[src/rtl/wb_stage.sv]
// Write-back stage: commits register-file writes, owns the CP0 subset and
// resolves precise exceptions, interrupts and ERET for the whole pipeline.
package io_stage_params;
  typedef struct packed {
    logic        valid;
    logic [31:0] pc;
    logic [31:0] final_result;
    logic        register_file_write_enabled;
    logic [3:0]  register_file_write_strobe;
    logic [4:0]  register_file_address;
    logic        move_from_cp0;
    logic        move_to_cp0;
    logic [4:0]  cp0_address_register;
    logic [2:0]  cp0_address_select;
    logic        exception_valid;
    logic [4:0]  exception_code;
    logic        is_address_fault;
    logic [31:0] badvaddr_value;
    logic        eret_flush;
    logic        in_delay_slot;
  } io_to_wb_bus_t;
endpackage

package wb_stage_params;
  typedef struct packed {
    logic        exception_valid;
    logic        eret_flush;
    logic [31:0] redirect_target;
  } wb_exception_bus_t;
endpackage

module wb_stage #(
  parameter logic [31:0] EXCEPTION_ENTRY = 32'hBFC0_0380,
  parameter int unsigned COUNT_DIVIDE    = 2
) (
  input  logic                              clock,
  input  logic                              reset,
  input  io_stage_params::io_to_wb_bus_t    io_to_wb_bus,
  output logic                              wb_allow_in,
  input  logic [5:0]                        hardware_interrupt,
  output logic [3:0]                        register_file_write_strobe,
  output logic [4:0]                        register_file_write_address,
  output logic [31:0]                       register_file_write_data,
  output wb_stage_params::wb_exception_bus_t wb_exception_bus,
  output logic                              wb_have_exception,
  output logic [31:0]                       debug_wb_program_count
);

  localparam int unsigned DIV_W = (COUNT_DIVIDE > 1) ? $clog2(COUNT_DIVIDE) : 1;

  localparam logic [7:0] CP0_BADVADDR = {5'd8, 3'd0};
  localparam logic [7:0] CP0_COUNT    = {5'd9, 3'd0};
  localparam logic [7:0] CP0_COMPARE  = {5'd11, 3'd0};
  localparam logic [7:0] CP0_STATUS   = {5'd12, 3'd0};
  localparam logic [7:0] CP0_CAUSE    = {5'd13, 3'd0};
  localparam logic [7:0] CP0_EPC      = {5'd14, 3'd0};

  logic                          wb_valid;
  io_stage_params::io_to_wb_bus_t wb_bus;

  logic [7:0]  status_im;
  logic        status_exl;
  logic        status_ie;
  logic        cause_bd;
  logic        cause_ti;
  logic [1:0]  cause_ip_soft;
  logic [4:0]  cause_exc_code;
  logic [31:0] count;
  logic [31:0] compare;
  logic [31:0] epc;
  logic [31:0] badvaddr;
  logic [DIV_W-1:0] divider;

  logic        stage_valid;
  logic [7:0]  cause_ip;
  logic        interrupt_pending;
  logic        take_exception;
  logic        take_eret;
  logic [4:0]  exception_code;
  logic [7:0]  cp0_index;
  logic        mtc0_write;
  logic        divider_wrap;
  logic [31:0] status_value;
  logic [31:0] cause_value;
  logic [31:0] cp0_read_data;

  // The payload valid bit is 1 whenever wb_valid was loaded high, so folding
  // it in keeps flag and payload consistent without changing behaviour.
  assign stage_valid = wb_valid && wb_bus.valid;

  assign cause_ip          = {cause_ti | hardware_interrupt[5], hardware_interrupt[4:0], cause_ip_soft};
  assign interrupt_pending = status_ie && !status_exl && |(cause_ip & status_im);
  assign take_exception    = stage_valid && (wb_bus.exception_valid || interrupt_pending);
  assign take_eret         = stage_valid && wb_bus.eret_flush && !take_exception;
  assign exception_code    = interrupt_pending ? 5'h00 : wb_bus.exception_code;
  assign cp0_index         = {wb_bus.cp0_address_register, wb_bus.cp0_address_select};
  assign mtc0_write        = stage_valid && wb_bus.move_to_cp0 && !take_exception;
  assign divider_wrap      = (divider == DIV_W'(COUNT_DIVIDE - 1));

  assign status_value = {9'b0, 1'b1, 6'b0, status_im, 6'b0, status_exl, status_ie};
  assign cause_value  = {cause_bd, cause_ti, 14'b0, cause_ip, 1'b0, cause_exc_code, 2'b00};

  always_comb begin
    // NOTE: a default before the case keeps this purely combinational; any
    // path that skipped the assignment would infer a latch.
    cp0_read_data = '0;
    case (cp0_index)
      CP0_BADVADDR: cp0_read_data = badvaddr;
      CP0_COUNT:    cp0_read_data = count;
      CP0_COMPARE:  cp0_read_data = compare;
      CP0_STATUS:   cp0_read_data = status_value;
      CP0_CAUSE:    cp0_read_data = cause_value;
      CP0_EPC:      cp0_read_data = epc;
      default:      cp0_read_data = '0;
    endcase
  end

  assign wb_allow_in                  = 1'b1;
  assign register_file_write_strobe   = (stage_valid && wb_bus.register_file_write_enabled &&
                                         !take_exception && !take_eret)
                                        ? wb_bus.register_file_write_strobe : 4'h0;
  assign register_file_write_address  = wb_bus.register_file_address;
  assign register_file_write_data     = wb_bus.move_from_cp0 ? cp0_read_data : wb_bus.final_result;
  assign debug_wb_program_count       = wb_bus.pc;
  assign wb_have_exception            = stage_valid &&
                                        (wb_bus.exception_valid || wb_bus.eret_flush || interrupt_pending);

  always_comb begin
    wb_exception_bus.exception_valid = take_exception;
    wb_exception_bus.eret_flush      = take_eret;
    wb_exception_bus.redirect_target = take_eret ? epc : (take_exception ? EXCEPTION_ENTRY : 32'h0);
  end

  // A flush kills whatever io is handing over on the same edge.
  always_ff @(posedge clock or negedge reset) begin
    if (!reset) begin
      // NOTE: state registers use non-blocking assignments so every flop
      // samples pre-edge values regardless of statement order.
      wb_valid <= 1'b0;
      wb_bus   <= '0;
    end else begin
      wb_valid <= (take_exception || take_eret) ? 1'b0 : io_to_wb_bus.valid;
      if (io_to_wb_bus.valid) wb_bus <= io_to_wb_bus;
    end
  end

  always_ff @(posedge clock or negedge reset) begin
    if (!reset) begin
      status_im  <= '0;
      status_exl <= 1'b0;
      status_ie  <= 1'b0;
    end else begin
      if (take_exception)  status_exl <= 1'b1;
      else if (take_eret)  status_exl <= 1'b0;
      if (mtc0_write && cp0_index == CP0_STATUS) begin
        status_im  <= wb_bus.final_result[15:8];
        status_exl <= wb_bus.final_result[1];
        status_ie  <= wb_bus.final_result[0];
      end
    end
  end

  // TI compares pre-edge Count/Compare; a Compare write acknowledges it.
  always_ff @(posedge clock or negedge reset) begin
    if (!reset) begin
      cause_bd       <= 1'b0;
      cause_ti       <= 1'b0;
      cause_ip_soft  <= '0;
      cause_exc_code <= '0;
    end else begin
      if (take_exception) begin
        if (!status_exl) cause_bd <= wb_bus.in_delay_slot;
        cause_exc_code <= exception_code;
      end
      if (mtc0_write && cp0_index == CP0_COMPARE) cause_ti <= 1'b0;
      else if (count == compare)                  cause_ti <= 1'b1;
      if (mtc0_write && cp0_index == CP0_CAUSE) cause_ip_soft <= wb_bus.final_result[9:8];
    end
  end

  always_ff @(posedge clock or negedge reset) begin
    if (!reset) begin
      epc      <= '0;
      badvaddr <= '0;
      compare  <= '0;
    end else begin
      if (take_exception) begin
        if (!status_exl) epc <= wb_bus.in_delay_slot ? wb_bus.pc - 32'd4 : wb_bus.pc;
        if (wb_bus.is_address_fault) badvaddr <= wb_bus.badvaddr_value;
      end
      if (mtc0_write && cp0_index == CP0_EPC)     epc     <= wb_bus.final_result;
      if (mtc0_write && cp0_index == CP0_COMPARE) compare <= wb_bus.final_result;
    end
  end

  // A software write to Count takes precedence over the divided tick.
  always_ff @(posedge clock or negedge reset) begin
    if (!reset) begin
      divider <= '0;
      count   <= '0;
    end else begin
      divider <= divider_wrap ? '0 : divider + 1'b1;
      if (mtc0_write && cp0_index == CP0_COUNT) count <= wb_bus.final_result;
      else if (divider_wrap)                    count <= count + 32'd1;
    end
  end

endmodule

[config.mk]
export PLATFORM = sky130hd
export DESIGN_NAME = wb_stage
export DESIGN_NICKNAME = d
export VERILOG_FILES = /design/src/rtl/wb_stage.sv
export SDC_FILE = /design/constraint.sdc
export NUM_CORES = 1
export LEC_CHECK = 0
export ABC_AREA = 1
export CAP_MARGIN = 20
export CELL_PAD_IN_SITES_DETAIL_PLACEMENT = 1
export CELL_PAD_IN_SITES_GLOBAL_PLACEMENT = 1
export CORE_ASPECT_RATIO = 0.6
export CORE_MARGIN = 5
export CORE_UTILIZATION = 40
export CTS_BUF_LIST = sky130_fd_sc_hd__clkbuf_16
export DETAILED_ROUTE_END_ITERATION = 7
export PLACE_DENSITY_LB_ADDON = 0.1
export SYNTH_ARGS = -nofsm -noshare
export SYNTH_HDL_FRONTEND = slang
export SYNTH_SLANG_ARGS = --single-unit
export TNS_END_PERCENT = 30
[constraint.sdc]
create_clock -name clock -period 4.6 [get_ports clock]
set_input_delay 0.46 -clock clock [delete_from_list [all_inputs] [get_ports clock]]
set_output_delay 0.46 -clock clock [all_outputs]
set_load 0.01 [all_outputs]
==> impl_metrics.yaml <==
layout:
  n_antenna_cell: 0
  syn_to_final_growth_pct: 22.0
  fin_nets: 2318
  final_layout_size_suffix_gt1_share_pct: 5.62
clock_network:
  postCtsSetupBuffers: 0
  clock-root-buffer: "clkbuf_16"
  clk_path_buf_depth: 3
  clk-insertion-delay-late_ps: 590
  clk_pin_slew_ps: 70
  htree_levels: 1
  cts_resized: 0
  cts_num_sinks: 275
  tritoncts: "yes"
  cts_inserted_buffers: 29
worst_setup_path:
  rr_startpoint: "cp0_index[2]"
  start_kind: "flip-flop"
  cp_cell_sequence: "nand2_1 > nand2_1 > nor2_1 > nand3_2 > nand2_4 > nand2_2 > nand2_4 > nand2_1 > buf_4 > nor2_1 > clkdlybuf4s50_1"
  max_stage_delay_ps: 560
  required_ps: 4140
  crit_arrival_ps: 3600
  worst-setup-path-type: "flip-flop to output pin"
  crit_path_max_fanout: 18
  critPathCaptureType: "output pin"
  critical-path-top-delay-family: "simple AND/OR/NAND/NOR gates"
  crit_path_start: "cause_ip_soft[1]"
  path_buf_inv: 2
  slowest_stage: "clkdlybuf4s50_1"
  cpMostUsedCell: "nand2_1"
floorplanning:
  io_pins: 243
  core_um2: 37400
  chipHeight_um: 160
  initial_core_util_pct: 40.2
  die-area_um2: 41700
  die_x_um: 260
  num_rows: 55
status:
  outcome: "finished clean"
synth:
  avgSynthCellArea_um2: 7.43
  async_reset_ff_share_pct: 100
  yosys.area.top_type: "dfrtp_1"
  syn_nets: 2162
  syn_inst: 2026
  netlist.area_leader.share_pct: 45.7
  ys_ff_latch: 275
  ys_seq_area_share_pct: 45.7
  netlist_area_um2: 15000
  ys.flop_type: "dfrtp_1"
  synth_edf_count: 0
  synth_area_leaders: "dfrtp_1 (46%), nand2_1 (16%), o21ai_0 (7.6%)"
  yosysWarnings: 0
  synth.distinct_cells: 40
drt:
  wire_per_inst_um: 21.5
  route.detailed.drc: 0
  antenna_left: 0
  dr.pass1.iters: 5
  via_per_inst: 5.25
  routed_wl_um: 58400
  vias: 14300
  drt-initial-drc-count: 1300
global_route:
  grt_antenna_before_repair: 3
  grt_pass1_vias: 14500
  grt-ovfl-total: 0
  track_usage_pct: 27.5
  grt_pass1_wl_um: 88700
  grt_max_degree: 113
worst_hold_path:
  min_path_type: "input port to flip-flop"
  min_from: "io_to_wb_bus[125]"
pwr:
  peakVddDrop_mv: 0.256
  total_leakage_power_uw: 0.00855
  p_per_area_nw_per_um2: 392
  switching_share_pct: 33.8
  switchingPower_uw: 2430
  clkPwrFrac_pct: 33.5
  p_total_uw: 7190
  combPwrFrac_pct: 20.6
  sequentialPowerShare_pct: 45.9
  intPower_uw: 4760
placement:
  globalplace.congestion: 0.969
  port_buffers: 241
  dp_hpwl_um: 43800
sta:
  slew_viol_final: 0
  fin_setup_tns_ps: 0
  setup_viol: 0
  clock.fmax_ghz: 0.246
  min_period_ps: 4060
  finalHoldViolations: 0
  period_share_pct: 88.3
  worstMarginPinSlew_ps: 1000
  rsz0062_at_grt: "false"
  finalClockSkew_ps: 13.9
  slew_headroom_pct: 33.1
flow_run:
  drv_cap: 0
## power groups by stage
stage	logic [uW]	registers, uW	clock network [uW]
detailed placement	1480	3310	0
global route	1640	3340	2560
global placement	1440	3300	0
floorplan	893	3070	0
CTS	1500	3280	2450
finish	1480	3300	2410
## metal layers
metal | global-route usage [%] | share of wire, %
met5 | 0 | 0
met2 | 41.2 | 43
met1 | 41.0 | 47
met3 | 6.62 | 8.1
met4 | 4.70 | 1.8
## area by class of cell
type | count | area (um^2)
inverters | 219 | 827
flip-flops and latches | 275 | 6880
clock inverters | 25 | 223
clock buffers | 29 | 726
multi-input cells | 1399 | 6500
fillers | 4717 | 19100
repair buffers | 258 | 2560
well taps | 513 | 642
## worst paths after layout
kind	slack, ps	to	depth (start not counted)
min in group asynchronous	440	register_file_write_address[3]	2
worst max-delay path	540	wb_exception_bus[18]	11
worst min register to register	470	wb_bus[125]	1
worst max register to register	1720	epc[22]	10
worst min-delay path	350	register_file_write_address[4]	3
max in group asynchronous	3000	wb_bus[77]	3
## synth_stat cells, types with 2 or more instances
library cell	count
o211ai_1	2
nand4_1	21
o21bai_1	2
clkbuf_1	42
buf_1	3
a21oi_1	23
nand3_1	185
ha_1	2
nor2_2	7
xor2_1	28
or2_2	4
nor2_8	3
clkinv_2	2
o22ai_1	16
o21ai_1	24
nor2_1	144
buf_2	18
dfrtp_1	275
nor3_1	11
nand4_4	2
buf_4	50
nand3_2	5
xnor2_1	18
nand2_1	640
clkbuf_2	4
nand2_2	7
o21ai_0	230
o21ai_2	12
inv_1	206
nor3_2	3
inv_2	9
nand2_4	4
nor2_4	2
buf_6	16
## flip-flops by register name (all words and copies together), names as in the netlist, 2 cells and up
name / flops
debug_wb_program_count: 32
wb_bus: 81
cp0_index: 8
cause_exc_code: 5
epc: 32
badvaddr: 32
count: 32
status_im: 8
cause_ip_soft: 2
compare: 32
register_file_write_address: 5
## worst reg2reg max path: cells and delay by family (launching register included)
kind,cells,cell delay (ps)
AND/OR/NAND/NOR,6,1130
buffers and inverters,4,1330
flip-flops,1,360
## cells in the final DEF, fill, tap and decap left out, types with 3 or more instances in the layout
cell type,netlist,layout
nand2_2,7,7
xnor2_1,18,18
nor2_2,7,7
nor2_1,144,144
nand3_2,5,5
inv_1,206,210
nand4_1,21,21
clkinv_1,1,7
clkinvlp_4,0,5
a21oi_1,23,23
o21ai_2,12,12
nor3_2,3,3
clkdlybuf4s50_1,0,239
o21ai_0,230,230
or2_2,4,4
nand2_4,4,4
dfrtp_1,275,275
nand2_1,640,640
clkbuf_16,0,29
inv_2,9,9
o21ai_1,24,24
buf_4,50,15
o22ai_1,16,16
bufinv_16,0,3
nor3_1,11,11
nand3_1,185,185
clkinv_2,2,6
xor2_1,28,28
nor2_8,3,3
## kinds of logic after synthesis
group                    after synthesis  synth area share, %
AO/OA/AOI/OAI                        311                 10.9
XOR/XNOR                              46                 2.68
adder cells (fa/ha/maj)                2                0.166
buffers and inverters                352                 11.0
flip-flops                           275                 45.7
other                                  1               0.0249
AND/OR/NAND/NOR                     1039                 29.5
## repair_timing
action,CTS,global route
hold buffers,1,0
endpoints found under the setup margin,0,0
endpoints found under the hold margin,90,0
## stage by stage
| stage | utilization [%] | hold WS, ps | instances | setup slack [ps] | area [um^2] |
|---|---|---|---|---|---|
| after floorplan | - | 164 | 2026 | 2640 | 15000 |
| after global placement | 46.5 | 451 | 2663 | 839 | 17400 |
| after detailed placement | 46.5 | 456 | 2663 | 683 | 17400 |
| after CTS | 49.1 | 358 | 2718 | 528 | 18400 |
| after global routing | 49.1 | 378 | 2718 | 335 | 18400 |
| final | 49.1 | 352 | 2718 | 540 | 18400 |
Power figures use the tool's default switching activity.
